--- src/rtl/uart_rx_core.sv ---
// uart_rx_core: 8N1 UART receive engine with mid-bit sampling, stop-bit check,
// framing-error / overrun pulses and a single-byte valid/ready holding register.
// Optional even parity (8E1) is enabled by defining UART_RX_PARITY_EN.
module uart_rx_core #(
    parameter int unsigned CLKS_PER_BIT = 434
) (
    input  logic       clk,
    input  logic       rst,
    input  logic       rx_i,
    output logic [7:0] data_o,
    output logic       valid_o,
    input  logic       ready_i,
    output logic       frame_err_o,
    output logic       parity_err_o,
    output logic       overrun_o
);

    localparam int unsigned CntW = $clog2(CLKS_PER_BIT);
    localparam logic [CntW-1:0] CntLast = CntW'(CLKS_PER_BIT - 1);
    localparam logic [CntW-1:0] CntHalf = CntW'(CLKS_PER_BIT / 2 - 1);

    typedef enum logic [2:0] {
        StIdle,
        StStart,
        StData,
        StParity,
        StStop,
        StBreak
    } state_e;

    state_e          state_q, state_d;
    logic            rx_meta, rx_s;
    logic [CntW-1:0] cnt_q;
    logic [2:0]      bit_q;
    logic [7:0]      shift_q;

    // Control strobes from the output decoder
    logic            cnt_clr;
    logic            data_tick;
    logic            good_frame;
    logic            frame_err;

`ifdef UART_RX_PARITY_EN
    logic            par_tick;
    logic            par_bad_q;
    logic            parity_err;
`endif

    logic            cnt_last;
    assign cnt_last = (cnt_q == CntLast);

    // Two-flop synchroniser; resets to the idle line level
    always_ff @(posedge clk or posedge rst) begin
        if (rst) begin
            rx_meta <= 1'b1;
            rx_s    <= 1'b1;
        end else begin
            rx_meta <= rx_i;
            rx_s    <= rx_meta;
        end
    end

    // FSM state register
    always_ff @(posedge clk or posedge rst) begin
        if (rst) begin
            state_q <= StIdle;
        end else begin
            state_q <= state_d;
        end
    end

    // FSM next-state logic
    always_comb begin
        state_d = state_q;
        case (state_q)
            StIdle: begin
                if (!rx_s) state_d = StStart;
            end
            StStart: begin
                // A high line at mid start bit is a glitch, not a frame
                if (cnt_q == CntHalf) state_d = rx_s ? StIdle : StData;
            end
            StData: begin
                if (cnt_last && (bit_q == 3'd7)) begin
`ifdef UART_RX_PARITY_EN
                    state_d = StParity;
`else
                    state_d = StStop;
`endif
                end
            end
`ifdef UART_RX_PARITY_EN
            StParity: begin
                if (cnt_last) state_d = StStop;
            end
`endif
            StStop: begin
                // Leave at mid stop bit so a back-to-back start edge is not missed
                if (cnt_last) state_d = rx_s ? StIdle : StBreak;
            end
            StBreak: begin
                if (rx_s) state_d = StIdle;
            end
            default: state_d = StIdle;
        endcase
    end

    // FSM output decode: counter control and per-frame result strobes
    always_comb begin
        cnt_clr    = 1'b0;
        data_tick  = 1'b0;
        good_frame = 1'b0;
        frame_err  = 1'b0;
`ifdef UART_RX_PARITY_EN
        par_tick   = 1'b0;
        parity_err = 1'b0;
`endif
        case (state_q)
            StIdle:  cnt_clr = 1'b1;
            StStart: cnt_clr = (cnt_q == CntHalf);
            StData:  data_tick = cnt_last;
`ifdef UART_RX_PARITY_EN
            StParity: par_tick = cnt_last;
`endif
            StStop: begin
                if (cnt_last) begin
                    if (!rx_s) begin
                        // Framing error takes precedence over parity error
                        frame_err = 1'b1;
`ifdef UART_RX_PARITY_EN
                    end else if (par_bad_q) begin
                        parity_err = 1'b1;
`endif
                    end else begin
                        good_frame = 1'b1;
                    end
                end
            end
            StBreak: cnt_clr = 1'b1;
            default: cnt_clr = 1'b1;
        endcase
    end

    // Cycle counter, bit counter and data shift register
    always_ff @(posedge clk or posedge rst) begin
        if (rst) begin
            cnt_q   <= '0;
            bit_q   <= 3'd0;
            shift_q <= 8'h00;
        end else begin
            if (cnt_clr || cnt_last) begin
                cnt_q <= '0;
            end else begin
                cnt_q <= cnt_q + 1'b1;
            end
            if (state_q == StIdle) begin
                bit_q <= 3'd0;
            end else if (data_tick) begin
                bit_q <= bit_q + 3'd1;
            end
            // LSB arrives first, so shift right and insert at the top
            if (data_tick) begin
                shift_q <= {rx_s, shift_q[7:1]};
            end
        end
    end

`ifdef UART_RX_PARITY_EN
    // Even parity: the parity bit must equal the XOR of the data bits
    always_ff @(posedge clk or posedge rst) begin
        if (rst) begin
            par_bad_q <= 1'b0;
        end else if (par_tick) begin
            par_bad_q <= rx_s ^ (^shift_q);
        end
    end

    // Registered parity-error pulse
    always_ff @(posedge clk or posedge rst) begin
        if (rst) begin
            parity_err_o <= 1'b0;
        end else begin
            parity_err_o <= parity_err;
        end
    end
`else
    assign parity_err_o = 1'b0;
`endif

    // Holding register, handshake and registered error pulses
    always_ff @(posedge clk or posedge rst) begin
        if (rst) begin
            data_o      <= 8'h00;
            valid_o     <= 1'b0;
            frame_err_o <= 1'b0;
            overrun_o   <= 1'b0;
        end else begin
            frame_err_o <= frame_err;
            overrun_o   <= 1'b0;
            if (good_frame) begin
                // Accept-and-arrive in the same cycle reloads without overrun
                if (!valid_o || ready_i) begin
                    data_o  <= shift_q;
                    valid_o <= 1'b1;
                end else begin
                    overrun_o <= 1'b1;
                end
            end else if (valid_o && ready_i) begin
                valid_o <= 1'b0;
            end
        end
    end

endmodule

--- config.mk ---
export PLATFORM = sky130hd
export DESIGN_NAME = uart_rx_core
export DESIGN_NICKNAME = d
export VERILOG_FILES = /design/src/rtl/uart_rx_core.sv
export SDC_FILE = /design/constraint.sdc
export NUM_CORES = 1
export LEC_CHECK = 0
export CAP_MARGIN = 0
export CELL_PAD_IN_SITES_DETAIL_PLACEMENT = 0
export CELL_PAD_IN_SITES_GLOBAL_PLACEMENT = 1
export CORE_UTILIZATION = 41
export CTS_BUF_LIST = sky130_fd_sc_hd__clkbuf_16
export DETAILED_ROUTE_END_ITERATION = 7
export PLACE_DENSITY_LB_ADDON = 0.08
export SLEW_MARGIN = 20
export SYNTH_ARGS = -nofsm -noshare
export SYNTH_HDL_FRONTEND = slang
export SYNTH_SLANG_ARGS = --single-unit
--- constraint.sdc ---
create_clock -name clk -period 1.8 [get_ports clk]
set_input_delay 0.36 -clock clk [delete_from_list [all_inputs] [get_ports clk]]
set_output_delay 0.36 -clock clk [all_outputs]
set_load 0.05 [all_outputs]
==> reports/qor.yml, run 1 <==
status: "finished with violations"
violations: "setup timing"
slew_viol_final: 0
chipHeight_um: 65.5
synth_top_area_share_pct: 51.5
grt_use_total_pct: 15.9
detailed_place_hpwl_mm: 2.07
ios: 16
core.rowCount: 22
synth_top_cell_by_area: "dfrtp_1"
p_leak_nw: 1.10
yosys.area_share.xor_xnor_pct: 3.71
cp-end-kind: "flip-flop"
synth.area.top_cells: "dfrtp_1 (51%), mux2_4 (7.3%), mux2_2 (5.5%)"
drtIter0Drc: 34
vdd.ir_drop.worst_v: 0.000590
synth-simple-area-share_pct: 13.9
initial_utilization_pct: 43.8
required_ns: 1.96
drc: 0
synth_edf_count: 0
setup_viol: 8
syn2layout_area_growth_pct: 30.1
grt_pass1_vias: 1148
place_congestion: 0.781
hold_class: "reg -> reg"
syn_area_mm2: 0.00165
layout-drive-gt1-share_pct: 37.6
synth_top_family_by_area: "multiplexers"
wl_per_cell_um: 13.2
cp.arrival_ns: 2.09
num_antenna_cells: 0
portBuffers: 14
die_area_mm2: 0.00429
critPathSlowestCell: "or4b_4"
finalSetupTns_ns: -1.01
clock_path_buffers: 2
cts_hold_buf: 0
cp_max_fo: 8
synth_compound_area_share_pct: 5.22
grt_max_degree: 37
cts_sinks: 36
async_flop_share_pct: 100
ys.warnings.count: 0
ys_ff_latch: 36
powerDensity_mw_per_mm2: 839
final_util_pct: 57.0
synth_cells: 134
antenna_left: 0
min_period_over_period_pct: 107
synth_area_per_cell_um2: 12.3
core_area_mm2: 0.00377
fillers: 321
htreeDepth: 2
synthMostInstantiatedCell: "dfrtp_1"
synthMuxAreaShare_pct: 15.1
synth_adder_area_share_pct: 3.79
finalHoldWorstSlack_ns: 0.354
overflow: 0
placed_cell_area_mm2: 0.00196
synthTopCellsByCount: "dfrtp_1 (34), nor2_1 (14), mux2_2 (8), mux2_4 (8), nand2_1 (6)"
critPathLaunchType: "flip-flop"
totalWireLength_mm: 2.87
cp_slowest_stage_delay_ns: 0.59
finish.instance_area_mm2: 0.00215
layout.nets: 178
cp_cell_sequence: "inv_2 > ha_4 > and4b_2 > nand2_4 > or4b_4 > mux2_4"
synth_flop_cell: "dfrtp_1"
timing_worst_setup_path_type: "reg -> reg"
rsz0062_at_grt: "true"
maxCapViolCount: 0
clock_skew_ns: 0.00543
clk_latency_ns: 0.27
path_clk_slew_ns: 0.05
max_freq_mhz: 517
hold_viol: 0
first_pass_iters: 4
antenna_found_initial: 0
root_buffer: "clkbuf_16"
vias: 1078
cts_buffers: 5
die_w_um: 65.5
finalCriticalPeriod_ns: 1.93
setup_slack_ns: -0.132
viasPerCell: 4.94
grt_pass1_wl_mm: 5.09
syn_nets: 143
seq_area_frac_synth_pct: 54.7
synth_cell_types: 37
cts_tree: "built"
-- metrics by stage --
stage                     std cells  setup slack [ns]  total power, W
after floorplan                 134            -0.190        0.000849
after global placement          209            -0.164        0.000865
after detailed placement        209            -0.199        0.000867
after CTS                       217            -0.144         0.00183
after global routing            218            -0.185         0.00187
final                           218            -0.132         0.00180
-- layout make-up --
| class | count | area, um2 | share of cell area (%) |
|---|---|---|---|
| clock inverter | 3 | 38.8 | 1.80 |
| inverter | 5 | 18.8 | 0.873 |
| multi-input combinational | 87 | 711 | 33.1 |
| sequential | 36 | 905 | 42.1 |
| tap | 48 | 60.1 | 2.79 |
| timing repair buffer | 34 | 292 | 13.6 |
| clock buffer | 5 | 125 | 5.82 |
-- flip-flops by register name, indices dropped and copies added, names as in the netlist --
signal	count
rx_meta	1
rx_s	1
overrun_o	1
valid_o	1
state_q	3
frame_err_o	1
shift_q	8
bit_q	3
data_o	8
cnt_q	9
-- path summary, 6_finish.rpt --
| kind | start | endpoint | slack (ns) | depth (start not counted) |
|---|---|---|---|---|
| max | cnt_q[1]$_DFF_PP0_ | data_o[7]$_DFFE_PP0P_ | -0.13 | 6 |
| min | rx_meta$_DFF_PP1_ | rx_s$_DFF_PP1_ | 0.35 | 0 |
| max reg2reg | cnt_q[1]$_DFF_PP0_ | data_o[7]$_DFFE_PP0P_ | -0.13 | 6 |
| min reg2reg | rx_meta$_DFF_PP1_ | rx_s$_DFF_PP1_ | 0.35 | 0 |
| max in group asynchronous | rst | rx_s$_DFF_PP1_ | 1.10 | 3 |
| min in group asynchronous | rst | shift_q[0]$_DFFE_PP0P_ | 0.43 | 3 |
-- what timing repair did --
| item | 4_1_cts | 5_1_grt |
|---|---|---|
| setup endpoints to repair | 17 | 25 |
| resized for setup | 5 | 2 |
| pin swaps | 1 | 0 |
| buffers inserted | 0 | 1 |
-- per-layer routing --
layer | track usage, % | up-vias | part of all wire [%]
met1 | 19.4 | 516 | 48
met4 | 3.26 | 0 | 0.56
met5 | 0 | - | 0
li1 | - | 540 | -
met3 | 6.25 | 2 | 3.5
met2 | 26.5 | 20 | 48
-- report_power, final --
group | switching, W | internal [W]
Combinational | 0.0000239 | 0.0000125
Clock | 0.000307 | 0.000645
Sequential | 0.000000863 | 0.000814
-- critical path, delay by kind of cell, from the launching register on --
kind          cells  cell delay, ns
mux               1            0.33
simple gates      3            0.90
fa+ha+maj         1            0.12
buf+inv           1            0.08
flops             1            0.38
-- cell families after synthesis --
family | after synthesis
buffers and inverters | 11
adder cells (fa/ha/maj) | 5
XOR/XNOR | 7
flip-flops | 36
multiplexers | 20
AND/OR/NAND/NOR | 41
AO/OA/AOI/OAI | 13
other | 1
-- layout by cell type, fill, tap and decap left out, types with 2 or more instances in the layout --
cell	n
buf_4	28
nand3_1	3
xnor2_1	3
or4b_4	2
clkbuf_16	5
buf_12	2
dfrtp_1	33
o21ai_0	3
xor2_1	4
nor3_1	3
mux2i_1	4
a21oi_1	4
mux2_2	8
nand2_1	6
inv_1	5
nor2_1	14
nor4_1	2
clkdlybuf4s50_1	3
ha_1	4
nand4_1	3
dfstp_2	2
mux2_4	8
(Power assumes the default switching activity.)
==> run 2: changes to the inputs <==
--- a/config.mk
+++ b/config.mk
@@ -11,7 +11,7 @@
 export CORE_UTILIZATION = 41
 export CTS_BUF_LIST = sky130_fd_sc_hd__clkbuf_16
 export DETAILED_ROUTE_END_ITERATION = 7
-export PLACE_DENSITY_LB_ADDON = 0.08
+export PLACE_DENSITY_LB_ADDON = 0.12
 export SLEW_MARGIN = 20
 export SYNTH_ARGS = -nofsm -noshare
 export SYNTH_HDL_FRONTEND = slang
==> run 2 against run 1 <==
The run still ends with setup timing left. Sequential share of layout area shrank 0.45 points. Power down 7.7%. Die area did not move. Routed wire length up 4.2%. Core utilization rose by 0.53 points. Clock-buffer cell count stayed put. Hold slack better by 0.0014 ns. Via count is 1.8% higher. Sequential cell count did not move. Cell count up 2.3%. Sequential power barely moved. Critical path type unchanged. Largest power group is now registers.
==> reports/qor.yml, run 2 (synthesis gave the netlist of run 1 again) <==
cts_hold_buf: 0  # unchanged
status: "finished with violations"
setup_viol: 8  # unchanged
max_freq_mhz: 519  # +0.35%
min_to: "rx_s$_DFF_PP1_"
chipHeight_um: 65.5  # unchanged
die_area_mm2: 0.00429  # unchanged
multi_input_area_um2: 711  # unchanged
slew_viol_final: 0  # unchanged
maxCapViolCount: 0  # unchanged
drc: 0  # unchanged
hold_viol: 0  # unchanged
overflow: 0  # unchanged
rsz0062_at_grt: "true"
die_w_um: 65.5  # unchanged
required_ns: 1.96  # about the same
p_sw_share_pct: 20.2  # +1.8 points
critPathLaunchType: "flip-flop"
wl_per_cell_um: 13.4  # +1.8%
finalHoldWorstSlack_ns: 0.355  # +0.00136 ns
top_register: "cnt_q"
min_period_over_period_pct: 107  # -0.37 points
place_congestion: 0.818  # +4.8%
core.rowCount: 22  # unchanged
largest_reg_flops: 9  # unchanged
seqPwrFrac_pct: 49.0  # +3.8 points
cts_buffers: 5  # unchanged
root_buffer: "clkbuf_16"
grt_use_total_pct: 17.2  # +1.2 points
hold_class: "reg -> reg"
viasPerCell: 4.92  # -0.52%
p_total_w: 0.00166  # -7.7%
htreeDepth: 2  # unchanged
cp_max_fo: 8  # unchanged
num_antenna_cells: 0  # unchanged
portBuffers: 14  # unchanged
clock_skew_ns: 0.00368  # -0.00175 ns
finalSetupTns_ns: -0.963  # +0.0464 ns
setup_slack_ns: -0.126  # +0.00668 ns
grt_pass1_vias: 1123  # -2.2%
final_cell_mix: "dfrtp_1 (34), buf_4 (33), nor2_1 (14)"
timing_worst_setup_path_type: "reg -> reg"
cp-end-kind: "flip-flop"
layout_commonest_cell: "dfrtp_1"
initial_utilization_pct: 43.8  # unchanged
finalNonFillerCells: 223  # +2.3%
pwr-share-clk_pct: 48.9  # -3.9 points
rrSetupSlack_ns: -0.13  # about the same
drtIter0Drc: 46  # +35%
ff2ff_path_depth: 6  # unchanged
grt_pass1_wl_mm: 5.25  # +3.1%
ios: 16  # unchanged
power.switching_w: 0.000337  # +1.4%
finalCriticalPeriod_ns: 1.93  # -0.00668 ns
syn2layout_area_growth_pct: 31.3
first_pass_iters: 4  # unchanged
detailed_place_hpwl_mm: 2.12  # +2.8%
whs_path_depth: 0  # unchanged
core_area_mm2: 0.00377  # unchanged
r2r_end: "data_o[0]$_DFFE_PP0P_"
antenna_left: 0  # unchanged
vdd.ir_drop.worst_v: 0.000342  # -42%
vias: 1097  # +1.8%
p_leak_nw: 1.12  # +1.6%
antenna_found_initial: 0  # unchanged
p_int_w: 0.00133  # -9.7%
dp_cells: 210  # +0.48%
hold_start: "rx_meta$_DFF_PP1_"
top_regs: "cnt_q (9), data_o (8), shift_q (8)"
p_comb_share_pct: 2.1  # about the same
r2r_start: "cnt_q[1]$_DFF_PP0_"
layout-drive-gt1-share_pct: 38.9  # +1.2 points
grt_max_degree: 37  # unchanged
layout.nets: 183  # +2.8%
cts_tree: "built"
path_clk_slew_ns: 0.05  # about the same
cp.arrival_ns: 2.09  # about the same
totalWireLength_mm: 2.99  # +4.2%
clk_latency_ns: 0.28  # about the same
powerDensity_mw_per_mm2: 767  # -8.5%
violations: "setup timing"
clock_path_buffers: 2  # unchanged
cts_sinks: 36  # unchanged
fillers: 302  # -5.9%
seqCellArea_um2: 903  # -0.14%
==> run 2: changes by cell type in the layout (fill, tap and decap cells not counted), sizes merged <==
| cell | change |
|---|---|
| bufinv | -1 |
| clkinv | +2 |
| buf | +5 |
| inv | -1 |
==> run 2: per-layer routing <==
layer  part of all wire, %  routed length (um)  vias to the layer above  global-route usage [%]
met2                    48                1430                       18                    26.2
met4                   2.1                  63                        0                    9.78
met3                   3.4                 103                        6                    5.21
li1                      -                   -                      543                       -
met5                     0                   0                        -                       0
met1                    47                1400                      530                    21.5
==> run 2: worst max path at each step <==
stage                        from               endpoint  cells past startpoint
6_report       cnt_q[1]$_DFF_PP0_  data_o[0]$_DFFE_PP0P_                      6
3_3_place_gp              ready_i  data_o[0]$_DFFE_PP0P_                      4
5_1_grt        cnt_q[1]$_DFF_PP0_  data_o[7]$_DFFE_PP0P_                      6
2_1_floorplan  cnt_q[1]$_DFF_PP0_  data_o[0]$_DFFE_PP0P_                      8
3_5_place_dp              ready_i  data_o[5]$_DFFE_PP0P_                      4
4_1_cts        cnt_q[1]$_DFF_PP0_  data_o[0]$_DFFE_PP0P_                      6
==> run 2: what timing repair did <==
| action | in CTS | in global routing |
|---|---|---|
| pin swaps | 2 | 3 |
| buffers inserted | 4 | 1 |
| setup endpoints to repair | 17 | 22 |
| gates resized for setup | 5 | 0 |
==> run 2: layout make-up <==
cell class,count,share of cell area (%)
well taps,48,2.77
flip-flops and latches,36,41.6
multi-input cells,87,32.8
clock inverters,3,0.634
clock buffers,5,5.77
inverters,5,0.865
repair buffers,39,15.6
==> run 2: metrics by stage <==
stage,cell area [um2],setup slack [ns],utilization [%]
detailed placement,1980,-0.186,52.4
global placement,1980,-0.170,52.4
floorplan,1660,-0.190,-
finish,2170,-0.126,57.5
CTS,2160,-0.109,57.3
global route,2170,-0.181,57.5
==> run 2: power groups by stage <==
stage	clock, W	sequential, W	combinational [W]
after global placement	0	0.000829	0.0000366
final	0.000814	0.000815	0.0000355
after CTS	0.000841	0.000815	0.0000372
after floorplan	0	0.000830	0.0000194
after global routing	0.000877	0.000814	0.0000404
after detailed placement	0	0.000829	0.0000370
==> run 2: critical path: stages (launching register included) <==
cell	delay [ns]
dfrtp_1	0.38
inv_2	0.08
ha_4	0.11
and4b_2	0.26
nand2_4	0.05
or4b_4	0.58
mux2_4	0.33
